## src/rtl/alu_rr_scheduler.sv

```systemverilog
// Round-robin scheduler sharing one 8-bit ALU between NUM_REQ requesters.
// Sequence per operation: accept in IDLE, execute in EXEC, hold result in RESP.

module alu_eightbit (
    input  logic [7:0] a,
    input  logic [7:0] b,
    input  logic [2:0] op,
    output logic [7:0] result
);

    always_comb begin
        result = 8'h00;
        case (op)
            3'b000: result = a + b;
            3'b001: result = a - b;
            3'b010: result = (b >= 8'd8) ? 8'h00 : (a << b[2:0]);
            3'b011: result = (b >= 8'd8) ? 8'h00 : (a >> b[2:0]);
            3'b100: result = a & b;
            3'b101: result = a | b;
            3'b110: result = a ^ b;
            3'b111: result = (a == b) ? 8'h01 : 8'h00;
            default: result = 8'h00;
        endcase
    end

endmodule

module alu_rr_scheduler #(
    parameter int NUM_REQ = 4,
    parameter int ID_W    = $clog2(NUM_REQ),
    parameter int CNT_W   = 16
) (
    input  logic                   clk,
    input  logic                   reset_n,
    input  logic [NUM_REQ-1:0]     req_valid_i,
    output logic [NUM_REQ-1:0]     req_ready_o,
    input  logic [NUM_REQ*8-1:0]   req_a_i,
    input  logic [NUM_REQ*8-1:0]   req_b_i,
    input  logic [NUM_REQ*3-1:0]   req_op_i,
    output logic                   rsp_valid_o,
    input  logic                   rsp_ready_i,
    output logic [7:0]             rsp_data_o,
    output logic [ID_W-1:0]        rsp_id_o,
    output logic                   busy_o,
    output logic [CNT_W-1:0]       op_count_o
);

    localparam int SLOTS = 1 << ID_W;

    typedef enum logic [1:0] {
        IDLE = 2'd0,
        EXEC = 2'd1,
        RESP = 2'd2
    } state_t;

    state_t            state_reg;
    logic [7:0]        a_reg;
    logic [7:0]        b_reg;
    logic [2:0]        op_reg;
    logic [ID_W-1:0]   id_reg;
    logic [ID_W-1:0]   last_grant_reg;

    logic [7:0]        alu_result;
    logic [SLOTS-1:0]  valid_pad;
    logic [7:0]        a_arr  [SLOTS];
    logic [7:0]        b_arr  [SLOTS];
    logic [2:0]        op_arr [SLOTS];

    logic [ID_W-1:0]   grant;
    logic              grant_found;
    logic [ID_W:0]     cand;
    logic [SLOTS-1:0]  grant_onehot;

    // Pad the request set out to a power of two so any id-width index is in range.
    assign valid_pad = SLOTS'(req_valid_i);

    generate
        for (genvar gi = 0; gi < SLOTS; gi++) begin : g_unpack
            if (gi < NUM_REQ) begin : g_live
                assign a_arr[gi]  = req_a_i[8*gi +: 8];
                assign b_arr[gi]  = req_b_i[8*gi +: 8];
                assign op_arr[gi] = req_op_i[3*gi +: 3];
            end else begin : g_pad
                assign a_arr[gi]  = 8'h00;
                assign b_arr[gi]  = 8'h00;
                assign op_arr[gi] = 3'b000;
            end
        end
    endgenerate

    // Search starts just after the last winner and wraps, so the last winner is checked last.
    always_comb begin
        grant       = last_grant_reg;
        grant_found = 1'b0;
        cand        = '0;
        for (int off = 1; off <= NUM_REQ; off++) begin
            cand = {1'b0, last_grant_reg} + (ID_W+1)'(off);
            if (cand >= (ID_W+1)'(NUM_REQ)) begin
                cand = cand - (ID_W+1)'(NUM_REQ);
            end
            if (!grant_found && valid_pad[cand[ID_W-1:0]]) begin
                grant       = cand[ID_W-1:0];
                grant_found = 1'b1;
            end
        end
    end

    always_comb begin
        grant_onehot = '0;
        if (state_reg == IDLE && grant_found && reset_n) begin
            grant_onehot[grant] = 1'b1;
        end
    end

    assign req_ready_o = grant_onehot[NUM_REQ-1:0];
    assign busy_o      = (state_reg != IDLE);

    alu_eightbit u_alu (
        .a      (a_reg),
        .b      (b_reg),
        .op     (op_reg),
        .result (alu_result)
    );

    always_ff @(posedge clk or negedge reset_n) begin
        if (!reset_n) begin
            state_reg      <= IDLE;
            a_reg          <= 8'h00;
            b_reg          <= 8'h00;
            op_reg         <= 3'b000;
            id_reg         <= '0;
            last_grant_reg <= ID_W'(NUM_REQ - 1);
            rsp_valid_o    <= 1'b0;
            rsp_data_o     <= 8'h00;
            rsp_id_o       <= '0;
            op_count_o     <= '0;
        end else begin
            case (state_reg)
                IDLE: begin
                    if (grant_found) begin
                        a_reg          <= a_arr[grant];
                        b_reg          <= b_arr[grant];
                        op_reg         <= op_arr[grant];
                        id_reg         <= grant;
                        last_grant_reg <= grant;
                        state_reg      <= EXEC;
                    end
                end
                EXEC: begin
                    rsp_data_o  <= alu_result;
                    rsp_id_o    <= id_reg;
                    rsp_valid_o <= 1'b1;
                    state_reg   <= RESP;
                end
                RESP: begin
                    if (rsp_ready_i) begin
                        rsp_valid_o <= 1'b0;
                        op_count_o  <= op_count_o + CNT_W'(1);
                        state_reg   <= IDLE;
                    end
                end
                default: begin
                    state_reg <= IDLE;
                end
            endcase
        end
    end

endmodule

```

## config.mk

```make
export PLATFORM = sky130hd
export DESIGN_NAME = alu_rr_scheduler
export DESIGN_NICKNAME = d
export VERILOG_FILES = /design/src/rtl/alu_rr_scheduler.sv
export SDC_FILE = /design/constraint.sdc
export NUM_CORES = 1
export LEC_CHECK = 0
export ABC_AREA = 1
export CORE_ASPECT_RATIO = 1.2
export CORE_MARGIN = 2
export CORE_UTILIZATION = 56
export CTS_BUF_LIST = sky130_fd_sc_hd__clkbuf_4 sky130_fd_sc_hd__clkbuf_8
export DETAILED_ROUTE_END_ITERATION = 10
export PLACE_DENSITY = 0.95
export SYNTH_ARGS = -nofsm -noshare
export SYNTH_HDL_FRONTEND = slang
export SYNTH_SLANG_ARGS = --single-unit
```

## constraint.sdc

```tcl
create_clock -name clk -period 4.74 [get_ports clk]
set_clock_uncertainty 0.15 [all_clocks]
set_input_delay 0.711 -clock clk [delete_from_list [all_inputs] [get_ports clk]]
set_output_delay 0.711 -clock clk [all_outputs]
set_load 0.05 [all_outputs]
```

* Word-level counts from Yosys, hierarchy flattened
Index checks and enable logic that the tools add are counted.
Operators by class: add/sub/neg operators 11, $lt $le $gt $ge 12, eq/ne operators 12, shifts and indexed selects 2, multiplexer cells 41, bitwise operators 4, reductions and logical operators 17
Operators with widths (number):
- case mux 8 bit (8 select lines) | 1
- two-way mux 8 bit | 6
- binary-select mux 8 bit (select 2 bit) | 2
- two-way mux 2 bit | 10
- adder 16 x 1 -> 16 bit (second input constant) | 1
- greater-or-equal comparator 3 bit (second input constant) | 5
- < comparator 2 x 3 -> 1 bit (second input constant) | 5
- == test 3 bit (second input constant) | 4
- two-way mux 1 bit | 11
- adder 8 bit | 1
- AND 8 bit | 1
- binary-select mux 1 bit (select 2 bit) | 4
- == test 8 bit | 1
- greater-or-equal comparator 8 x 4 -> 1 bit (second input constant) | 1
- OR 8 bit | 1
- AND reduction 2 bit | 4
- << shifter 8 x 3 -> 8 bit | 1
- right shift 8 x 3 -> 8 bit | 1
- subtractor 2 x 1 -> 2 bit (second input constant) | 4
- subtractor 8 bit | 1
- XOR 8 bit | 1
- adder 2 x 2 -> 3 bit (second input constant) | 2
- binary-select mux 3 bit (select 2 bit) | 1
- == test 3 x 2 -> 1 bit (second input constant) | 2
- other kinds (18) | 28
Storage, ports and cells: register bits after elaboration 52, input port bits 83, output and inout bits 32

* Logic depth before layout (Yosys ltp)
depth in word-level cells 20, mapped depth 16

* Cells and area by module
Synthesis repeated with hierarchy kept, for this count alone.
Unflattened totals: cell total of the unflattened synthesis 738, area, all modules 4802.1 µm²
By module, submodules not included:
- alu_rr_scheduler | times used 1, cells an instance 438, area an instance 3198.1 µm², seq. area each 1303.8 µm²
- alu_eightbit | times used 1, cells an instance 300, area an instance 1604.0 µm², seq. area each 0.0 µm²

* Least setup slack after synthesis
OpenSTA, ideal clock, no wires.
path type input port to output port, start point input port req_valid_i[0], end point output port req_ready_o[0], data arrival time 2.624 ns, data required time 3.879 ns, setup slack 1.255 ns, stages on the path 11, cells stage by stage nand2_1 -> nand2_1 -> nand2_2 -> nand2_2 -> inv_2 -> nand3_1 -> nand3_1 -> nand2_2 -> inv_2 -> buf_4 -> nor3_1
Between the ends: word-level cells in the longest chain between the ends 17, elaborated cells between the ends (all ways) 30
Ends and longest elaborated chain:
- from (decl) | RTL line 35 | input logic [NUM_REQ-1:0] req_valid_i,
- binary-select mux 1 bit (select 2 bit) | RTL line 101 | if (!grant_found && valid_pad[cand[ID_W-1:0]]) begin
- two-way mux 1 bit (implied by the code) | RTL line 101
- two-way mux 1 bit | RTL line 101
- logical NOT 1 bit | RTL line 101
- logical AND 1 bit | RTL line 101
- two-way mux 1 bit | RTL line 101
- logical NOT 1 bit | RTL line 101
- logical AND 1 bit | RTL line 101
- two-way mux 1 bit | RTL line 101
- logical NOT 1 bit | RTL line 101
- logical AND 1 bit | RTL line 101
- two-way mux 2 bit | RTL line 101
- < comparator 2 x 3 -> 1 bit (implied by the code) / greater-or-equal comparator 2 x 1 -> 1 bit (equally long branches) | RTL line 111 | grant_onehot[grant] = 1'b1;
- logical AND 1 bit (implied by the code) | RTL line 111
- two-way mux 1 bit (implied by the code) | RTL line 111
- demux 1 bit (select 2 bit) | RTL line 111
- two-way mux 4 bit * | RTL line 110 | if (state_reg == IDLE && grant_found && reset_n) begin
- to (decl) | RTL line 36 | output logic [NUM_REQ-1:0] req_ready_o,
Mark *: on every way between the ends. The rest lies on a longest branch, timed or not. The select of a mux whose other input is x is not followed.

* Worst setup path after layout
start point input port req_valid_i[2], end point output port req_ready_o[0]
The elaborated chain is that of the path after synthesis.

==> impl_metrics.env <==
export IMPL_outcome="complete, no violations"
export IMPL_fin_cells=935
export IMPL_ios=115
export IMPL_synth_top_area_share_pct=26.26
export IMPL_syn_nets=839
export IMPL_p_per_area_mw_per_mm2=776.8
export IMPL_die_h_um=105.0
export IMPL_timing_reg2reg_setup_slack_ps=2010
export IMPL_setup_viol=0
export IMPL_synth_top_area_cell="dfrtp_1"
export IMPL_route_detailed_drc=0
export IMPL_grt_max_degree=53
export IMPL_drt_iter0_markers=438
export IMPL_synth_top_family_by_area="simple AND/OR/NAND/NOR gates"
export IMPL_hold_viol=0
export IMPL_vias=5204
export IMPL_cp_startpoint="req_valid_i[2]"
export IMPL_largest_reg_flops=16
export IMPL_grt_usage_pct=29.04
export IMPL_gr_total_overflow=0
export IMPL_max_stage_delay_ps=540
export IMPL_dp_cells=927
export IMPL_fin_crit_ps=3897
export IMPL_totalPowerFinal_mw=4.609
export IMPL_cp_start_kind="input port"
export IMPL_crit_family="simple AND/OR/NAND/NOR gates"
export IMPL_routed_wl_mm=13.18
export IMPL_synth_compound_area_share_pct=9.454
export IMPL_clock_sinks=52
export IMPL_tightest_slew_ps=830.5
export IMPL_dpl_cell_area_mm2=0.005843
export IMPL_synthArstFlopShare_pct=100.0
export IMPL_place_gp_congestion=0.9756
export IMPL_dp_final_hpwl_mm=10.57
export IMPL_port_buffers=114
export IMPL_min_path_type="flop to flop"
export IMPL_cts_max_level=2
export IMPL_hold_depth=2
export IMPL_coreArea_mm2=0.008198
export IMPL_critPathBufInv=3
export IMPL_synth_seq_cells=52
export IMPL_grt_pass1_vias=4788
export IMPL_synthAdderAreaFrac_pct=7.405
export IMPL_synth_xor_xnor_area_share_pct=3.493
export IMPL_yosys_top_cells_area="dfrtp_1 26%, nand2_1 17%, nand3_1 13%"
export IMPL_critical_path_slowest_cell="clkdlybuf4s50_1"
export IMPL_leakagePower_nw=3.020
export IMPL_fin_crit_sh_pct=82.22
export IMPL_synthSimpleGateAreaFrac_pct=40.26
export IMPL_post_cts_buffers=0
export IMPL_cts_tree="yes"
export IMPL_largest_register="op_count_o"
export IMPL_rows=36
export IMPL_cts_resized=0
export IMPL_min_from="rsp_valid_o"
export IMPL_hold_end="rsp_valid_o"
export IMPL_max_cap_viol_count=0
export IMPL_rsz0062_at_grt="false"
export IMPL_arrival_ps=3040
export IMPL_final_area_mm2=0.005933
export IMPL_fmax_mhz=256.6
export IMPL_syn2layout_area_growth_pct=24.53
export IMPL_r2r_start="b_reg[2]"
export IMPL_cp_required_ps=3880
export IMPL_ir_drop_mv=0.5294
export IMPL_die_w_um=88.20
export IMPL_synth_area_per_cell_um2=6.536
export IMPL_fillers=659
export IMPL_synth_ff_type="dfrtp_1"
export IMPL_clock_path_buffers=2
export IMPL_reg2regPathDepth=10
export IMPL_drive_gt1_share_pct=5.238
export IMPL_num_antenna_cells=0
export IMPL_drt_vias_per_instance=5.566
export IMPL_fin_tns_setup_ps=0
export IMPL_antenna_found_initial=0
export IMPL_path_clk_slew_ps=90
export IMPL_path_cells="clkdlybuf4s50_1, nand2_1, nand2_1, nand2_1, nand2_2, nand2_2, nand3_2, buf_4, nand2_2, nor3_1, buf_4"
export IMPL_yosysWarnings=0
export IMPL_detail_route_wl_per_cell_um=14.09
export IMPL_critPathKind="input port to output pin"
export IMPL_synthMuxAreaShare_pct=0.2363
export IMPL_drt_pre_antenna_iters=5
export IMPL_final_nets=930
export IMPL_antenna_left=0
export IMPL_netlist_instances=729
export IMPL_clock_latency_ps=310
export IMPL_grt_pass1_wl_mm=21.88
export IMPL_critical_path_peak_fanout=39
export IMPL_relSlewSlack_pct=44.21
export IMPL_syn_area_mm2=0.004765
export IMPL_maxSlewViolCount=0
export IMPL_numCtsBuffers=5
export IMPL_synth_distinct_cells=39
export IMPL_synth_edf_count=0
export IMPL_r2r_end="rsp_data_o[5]"
export IMPL_synth_seq_area_share_pct=27.36
export IMPL_hold_slack_ps=335.7
export IMPL_die_area_mm2=0.009265
export IMPL_cp_end_kind="output pin"
export IMPL_cts_root_buf="clkbuf_8"
export IMPL_initial_utilization_pct=58.12
export IMPL_hold_buffers=0
-- how the worst max path moves through the flow --
stage / endpoint / slack [ps] / cells past startpoint
global route: req_ready_o[1] / 640 / 12
global placement: req_ready_o[0] / 1010 / 11
CTS: req_ready_o[0] / 890 / 12
floorplan: req_ready_o[0] / 1260 / 11
finish: req_ready_o[0] / 840 / 11
detailed placement: req_ready_o[0] / 890 / 12
-- logic make-up (layout without fill, tap and decap cells) --
| kind of cell | Yosys count | after routing |
|---|---|---|
| mux | 1 | 1 |
| simple gates | 423 | 423 |
| compound gates | 82 | 82 |
| fa+ha+maj | 27 | 27 |
| xor+xnor | 19 | 19 |
| flops | 52 | 52 |
| buf+inv | 125 | 217 |
-- through the flow --
stage / utilization, % / setup WS, ps
4_1_cts: 72.37 / 886.5
2_1_floorplan: - / 1255
3_3_place_gp: 71.28 / 1014
6_report: 72.37 / 842.5
3_5_place_dp: 71.28 / 894.5
5_1_grt: 72.37 / 641.3
-- synth_stat cells, types with 7 or more instances --
library cell	n
nand3b_1	21
inv_1	85
buf_4	13
nand3_1	127
nor3_1	7
clkbuf_1	11
nand2_2	13
o22ai_1	7
o21ai_0	35
dfrtp_1	50
xnor2_1	7
a21oi_1	27
nand4_1	8
nand2_1	213
ha_1	25
nor2_1	26
xor2_1	12
-- cells in the final DEF, fill, tap and decap left out, drive strengths merged, types with 6 or more instances in the layout --
master           n
nand2          226
nand3          129
clkdlybuf4s50  109
inv             91
dfrtp           50
o21ai           35
a21oi           27
nor2            27
ha              25
nand3b          21
xor2            12
buf              9
nand4            8
nor3             8
xnor2            7
o22ai            7
clkbuf           6
-- cell type report --
type / count / area (um^2) / share of cell area, %
clock buffers: 6 / 76.32 / 1.286
well taps: 114 / 142.6 / 2.404
inverters: 91 / 341.6 / 5.757
clock inverters: 2 / 13.76 / 0.2320
repair buffers: 118 / 1156 / 19.49
flip-flops and latches: 52 / 1304 / 21.97
multi-input cells: 552 / 2899 / 48.86
-- layer usage --
| metal | global-route usage [%] | vias up | share of wire (%) |
|---|---|---|---|
| met5 | 0 | - | 0 |
| met4 | 10.93 | 0 | 3.6 |
| met3 | 3.633 | 42 | 7.2 |
| met2 | 49.46 | 266 | 49 |
| met1 | 36.83 | 2353 | 40 |
| li1 | - | 2543 | - |
-- power breakdown --
group / internal [mW] / switching [mW]
clock: 0.111 / 0.153
combinational: 1.14 / 2.32
sequential: 0.635 / 0.243
total: 1.89 / 2.72
-- worst reg2reg max path: stages, from the launching register on --
cell and delay [ps]:
dfrtp_1 590, clkinv_1 400, ha_1 560, nand3_1 110
nand3_1 170, a21oi_1 110, xor2_1 150, o21ai_0 180
inv_1 60, nand2_1 70, nand2_1 60
Power figures use the tool's default switching activity.
